[config.mk]
export PLATFORM = sky130hd
export DESIGN_NAME = tower_shooter
export DESIGN_NICKNAME = d
export VERILOG_FILES = /design/src/rtl/game_pkg.sv /design/src/rtl/frame_tick_gen.sv /design/src/rtl/tower_shooter.sv
export SDC_FILE = /design/constraint.sdc
export NUM_CORES = 1
export LEC_CHECK = 0
export CAP_MARGIN = 0
export CELL_PAD_IN_SITES_DETAIL_PLACEMENT = 0
export CELL_PAD_IN_SITES_GLOBAL_PLACEMENT = 2
export CORE_ASPECT_RATIO = 0.75
export CORE_UTILIZATION = 41
export CTS_CLUSTER_SIZE = 24
export DETAILED_ROUTE_END_ITERATION = 12
export DONT_BUFFER_PORTS = 1
export PLACE_DENSITY = 0.92
export SLEW_MARGIN = 0
export SYNTH_ARGS = -nofsm -noshare
export SYNTH_HDL_FRONTEND = slang
export SYNTH_SLANG_ARGS = --single-unit
[constraint.sdc]
create_clock -name clk -period 6.8 [get_ports clk]
set_clock_uncertainty 0.1 [all_clocks]
set_input_delay 0.68 -clock clk [delete_from_list [all_inputs] [get_ports clk]]
set_output_delay 0.68 -clock clk [all_outputs]
set_load 0.01 [all_outputs]
[src/rtl/game_pkg.sv]
// Shared game constants: VGA colour palette, frame timing, map coordinate widths.
package game_pkg;

    // Map coordinate field widths as packed onto the VGA bus {x, y}
    localparam int X_W = 8;
    localparam int Y_W = 7;

    // 9-bit RRRGGGBBB colours
    localparam logic [8:0] COLOUR_BLACK = 9'b000_000_000;
    localparam logic [8:0] COLOUR_RED   = 9'b111_000_000;
    localparam logic [8:0] COLOUR_GREEN = 9'b000_111_000;
    localparam logic [8:0] COLOUR_BLUE  = 9'b000_000_111;
    localparam logic [8:0] COLOUR_WHITE = 9'b111_111_111;

    // 30 fps at a 50 MHz system clock
    localparam logic [20:0] FRAME_CYCLES_30FPS = 21'd1666667;

endpackage

[src/rtl/frame_tick_gen.sv]
// Free-running frame counter; tick marks the last cycle of each frame,
// i.e. the cycle in which the counter wraps back to zero.
module frame_tick_gen
    import game_pkg::*;
#(
    parameter logic [20:0] CYCLES_PER_FRAME = FRAME_CYCLES_30FPS
) (
    input  logic clk,
    input  logic reset,
    output logic tick
);

    logic [20:0] count;

    assign tick = (count == CYCLES_PER_FRAME - 21'd1);

    // Count 0 .. CYCLES_PER_FRAME-1 and wrap; only reset clears it
    always_ff @(posedge clk) begin
        if (reset)     count <= '0;
        else if (tick) count <= '0;
        else           count <= count + 21'd1;
    end

endmodule

[src/rtl/tower_shooter.sv]
// One placed tower: watches the car position, fires when it is in range,
// draws a 4x4 hit flash through the VGA pixel port and reports the kill.
module tower_shooter
    import game_pkg::*;
#(
    parameter logic [7:0]  TOWER_X          = 8'd60,
    parameter logic [6:0]  TOWER_Y          = 7'd40,
    parameter logic [7:0]  RANGE            = 8'd24,
    parameter logic [3:0]  CAR_HP           = 4'd5,
    parameter logic [7:0]  COOLDOWN_FRAMES  = 8'd15,
    parameter logic [20:0] CYCLES_PER_FRAME = FRAME_CYCLES_30FPS,
    parameter logic [8:0]  FLASH_COLOUR     = COLOUR_RED
) (
    input  logic         clk,
    input  logic         reset,
    input  logic         enable,
    input  logic         car_valid,
    input  logic [X_W-1:0] car_x,
    input  logic [Y_W-1:0] car_y,
    input  logic         game_over,
    output logic         car_destroyed,
    output logic [3:0]   hits_left,
    output logic         plot,
    output logic [14:0]  coordinates,
    output logic [8:0]   colour,
    output logic         busy
);

    typedef enum logic [2:0] {
        S_IDLE,
        S_ARMED,
        S_FLASH,
        S_COOLDOWN,
        S_DEAD
    } state_t;

    state_t         state, state_n;
    logic [3:0]     fc, fc_n;
    logic [7:0]     cd, cd_n;
    logic [X_W-1:0] lx, lx_n;
    logic [Y_W-1:0] ly, ly_n;
    logic [3:0]     hits_n;
    logic           plot_n, destroyed_n, busy_n;
    logic [14:0]    coord_n;
    logic [8:0]     colour_n;
    logic           tick;

    frame_tick_gen #(.CYCLES_PER_FRAME(CYCLES_PER_FRAME)) u_tick (
        .clk   (clk),
        .reset (reset),
        .tick  (tick)
    );

    // Per-axis distance; absolute difference avoids signed arithmetic
    logic [8:0] dx;
    logic [7:0] dy;
    logic       in_range;
    assign dx = (car_x >= TOWER_X) ? {1'b0, car_x - TOWER_X} : {1'b0, TOWER_X - car_x};
    assign dy = (car_y >= TOWER_Y) ? {1'b0, car_y - TOWER_Y} : {1'b0, TOWER_Y - car_y};
    assign in_range = (dx <= {1'b0, RANGE}) && (dy <= RANGE);

    // Next flash pixel: column from fc[1:0], row from fc[3:2]; wraps on overflow
    logic [3:0]     fc_inc;
    logic [X_W-1:0] px;
    logic [Y_W-1:0] py;
    assign fc_inc = fc + 4'd1;
    assign px = lx + {6'd0, fc_inc[1:0]};
    assign py = ly + {5'd0, fc_inc[3:2]};

    // Next-state and next-output logic; outputs are registered from these
    always_comb begin
        state_n     = state;
        fc_n        = fc;
        cd_n        = cd;
        lx_n        = lx;
        ly_n        = ly;
        hits_n      = hits_left;
        plot_n      = 1'b0;
        destroyed_n = 1'b0;
        coord_n     = coordinates;
        colour_n    = colour;

        if (!enable) begin
            state_n = S_IDLE;
            hits_n  = CAR_HP;
        end else begin
            case (state)
                S_IDLE: state_n = S_ARMED;
                S_ARMED: begin
                    if (!car_valid) begin
                        hits_n = CAR_HP;
                    end else if (in_range && !game_over) begin
                        // Pixel 0 is driven straight away so plot rises the next cycle
                        lx_n     = car_x;
                        ly_n     = car_y;
                        hits_n   = hits_left - 4'd1;
                        fc_n     = 4'd0;
                        state_n  = S_FLASH;
                        plot_n   = 1'b1;
                        coord_n  = {car_x, car_y};
                        colour_n = FLASH_COLOUR;
                    end
                end
                S_FLASH: begin
                    if (fc != 4'd15) begin
                        fc_n     = fc_inc;
                        plot_n   = 1'b1;
                        coord_n  = {px, py};
                        colour_n = FLASH_COLOUR;
                    end else if (hits_left == 4'd0) begin
                        destroyed_n = 1'b1;
                        state_n     = S_DEAD;
                    end else if (!car_valid) begin
                        hits_n  = CAR_HP;
                        state_n = S_ARMED;
                    end else begin
                        cd_n    = 8'd0;
                        state_n = S_COOLDOWN;
                    end
                end
                S_COOLDOWN: begin
                    if (!car_valid) begin
                        hits_n  = CAR_HP;
                        state_n = S_ARMED;
                    end else if (cd >= COOLDOWN_FRAMES) begin
                        state_n = S_ARMED;
                    end else if (tick) begin
                        cd_n = cd + 8'd1;
                    end
                end
                S_DEAD: begin
                    if (!car_valid) begin
                        hits_n  = CAR_HP;
                        state_n = S_ARMED;
                    end
                end
                default: state_n = S_IDLE;
            endcase
        end

        busy_n = (state_n == S_FLASH);
    end

    // State, counters and registered outputs
    always_ff @(posedge clk) begin
        if (reset) begin
            state         <= S_IDLE;
            fc            <= '0;
            cd            <= '0;
            lx            <= '0;
            ly            <= '0;
            hits_left     <= CAR_HP;
            plot          <= 1'b0;
            car_destroyed <= 1'b0;
            busy          <= 1'b0;
            coordinates   <= '0;
            colour        <= '0;
        end else begin
            state         <= state_n;
            fc            <= fc_n;
            cd            <= cd_n;
            lx            <= lx_n;
            ly            <= ly_n;
            hits_left     <= hits_n;
            plot          <= plot_n;
            car_destroyed <= destroyed_n;
            busy          <= busy_n;
            coordinates   <= coord_n;
            colour        <= colour_n;
        end
    end

endmodule
==> impl_metrics.tcl <==
set metrics [dict create \
    wirelength_um 9040 \
    dp_hpwl_um 6530 \
    ctsHoldBuffers 0 \
    min_period_over_period_pct 47.9 \
    status "complete, no violations" \
    start_kind "input port" \
    worst_r2r_path_depth 7 \
    final_common_cell "dfxtp_1" \
    relSlewSlack_pct 30.0 \
    hold_viol_final 0 \
    final_cell_mix "dfxtp_1, nor2_1, nand2_1" \
    cts_root_buf "clkbuf_16" \
    postCtsSetupRepairBufs 0 \
    first_pass_iters 4 \
    grt_pass1_wl_um 15000 \
    cts_tree "built" \
    cts_resized 0 \
    place_worst_setup_slack_ps 3200 \
    drive_gt1_share_pct 6.22 \
    peakVddDrop_uv 161 \
    die-area_um2 10200 \
    min_period_ps 3260 \
    viasPerCell 5.27 \
    grt_overflow 0 \
    antenna_left 0 \
    initial_utilization_pct 43.3 \
    ys_seq_area_share_pct 36.9 \
    crit_chain "ha_1 > a311oi_1 > mux2_2 > o311a_1 > a21oi_1 > nand4_1 > and3_1" \
    cp.required_ps 6920 \
    die_w_um 116 \
    synth-main-ff-cell "dfxtp_1" \
    drv_slew 0 \
    final_cells 594 \
    vias 3129 \
    num-fill-cells 897 \
    powerDensity_nw_per_um2 234 \
    cp.arrival_ps 3380 \
    antenna_cells 0 \
    worst_slack_ps 3540 \
    utilization_pct 47.4 \
    postLayoutCellArea_um2 4400 \
    setup_tns_ps 0 \
    drt_iter0_markers 178 \
    worstReg2RegEnd "hits_left[3]" \
    worstSetupEndpointType "flip-flop" \
    synthArstFlopShare_pct 0 \
    netlist_top_cells_area "dfxtp_1, mux2i_1, nor2_1, ha_1, xnor2_1" \
    synth.top_cell.area_share_pct 36.9 \
    syn_inst 473 \
    yosysWarnings 0 \
    hold_class "in -> reg" \
    drc_errors 0 \
    clk_pin_slew_ps 60 \
    grtUsageTotal_pct 19.5 \
    place_area_um2 4060 \
    setup.worst_path.end "lx[7]" \
    die_h_um 87.7 \
    ff2ff_setup_slack_ps 4090 \
    nNetsFinal 497 \
    grt_max_degree 39 \
    pin_count 51 \
    clock_sinks 74 \
    rsz0062_at_grt "no" \
    syn_to_final_growth_pct 9.60 \
    worstMarginPinSlew_ps 1050 \
    cpMaxStageDelayCell "nand4_1" \
    clk_latency_ps 330 \
    max_freq_ghz 0.307 \
    final-setup-viol-count 0 \
    antenna_found_initial 0 \
    slowest_delay_ps 840 \
    place.gp.congestion 0.796 \
    power_mw 1.03 \
    dp.cells 578 \
    wl_per_cell_um 15.2 \
    drv_cap 0 \
    row_count 30 \
    multi_input_area_um2 2340 \
    synth-seq-cells 74 \
    crit_type "in -> reg" \
    clockBufferDepth 2 \
    regArea_um2 1480 \
    synth_edf_count 0 \
    syn_area_um2 4010 \
    r2r_start "state[2]" \
    worstSetupStartpoint "car_x[2]" \
    numPortBuffers 0 \
    worstHoldStart "reset" \
    leakage_nw 1.82 \
    synth_cell_types 55 \
    path_max_fanout 15 \
    cts-buffers-inserted 9 \
    htreeDepth 3 \
    holdWs_ps 318 \
    coreArea_um2 9270 \
    grt_pass1_vias 2972 \
    yosysTopAreaCell "dfxtp_1" \
    avgSynthCellArea_um2 8.49 \
]
[where the power goes]
part	switching, mW	total (mW)	internal, mW
clock network	0.187	0.547	0.360
registers	0.00310	0.439	0.436
logic	0.0247	0.0417	0.0170
[synth_stat cells, types with 3 or more instances]
master,n
clkbuf_1,16
nor4b_1,3
a21oi_1,13
or3_1,5
ha_1,14
nor3_1,13
nand2_1,35
mux2i_1,31
nand3_1,20
buf_2,4
o31ai_1,3
dfxtp_1,74
a31o_2,6
and3_1,8
buf_4,10
xnor2_1,18
nor2_1,71
and2_1,3
inv_1,15
a31oi_1,3
o21ai_0,19
nand4_1,10
xor2_1,17
o211ai_1,4
o21a_1,4
a211oi_1,7
nor2b_1,7
a21boi_0,3
[critical path, delay by kind of cell]
kind,cells,cell delay [ps]
and+or+nand+nor,2,1400
AOI/OAI and AO/OA,3,660
muxes,1,370
adders and majority gates,1,270
[routing by layer]
layer	track usage (%)	wire length (um)	vias up
met2	27.2	3490	70
met3	5.95	584	8
li1	-	-	1625
met5	0	0	-
met4	5.59	86	0
met1	28.5	4880	1426
[how the worst min path moves through the flow]
stage | end | slack (ps) | cells after the start
after floorplan | cd[5] | 330 | 2
after global placement | cd[5] | 350 | 2
after detailed placement | cd[5] | 360 | 2
after CTS | ly[3] | 300 | 1
after global routing | coordinates[2] | 310 | 1
final | fc[3] | 320 | 1
[cells by family after synthesis]
family                     share of synthesized area, %
adders and majority gates                          5.36
buffers and inverters                              5.27
muxes                                              8.01
AOI/OAI and AO/OA                                  14.1
xor gates and xnor gates                           7.64
other                                            0.0934
DFF                                                36.9
and+or+nand+nor                                    22.7
[flip-flops by register name, indices dropped and copies added (netlist names)]
| register | cells |
|---|---|
| hits_left | 4 |
| state | 3 |
| coordinates | 15 |
| lx | 8 |
| cd | 8 |
| car_destroyed | 1 |
| busy | 1 |
| u_tick.count | 21 |
| ly | 7 |
| fc | 4 |
| colour | 1 |
| plot | 1 |
[final cells by class]
cell class	instances	area share, %
clock buffer	10	5.20
timing repair buffer	2	0.341
multi-input combinational	359	53.3
clock inverter	6	2.56
tap	128	3.64
sequential	74	33.7
inverter	15	1.28
No activity file was read; power rests on OpenSTA's default activity.
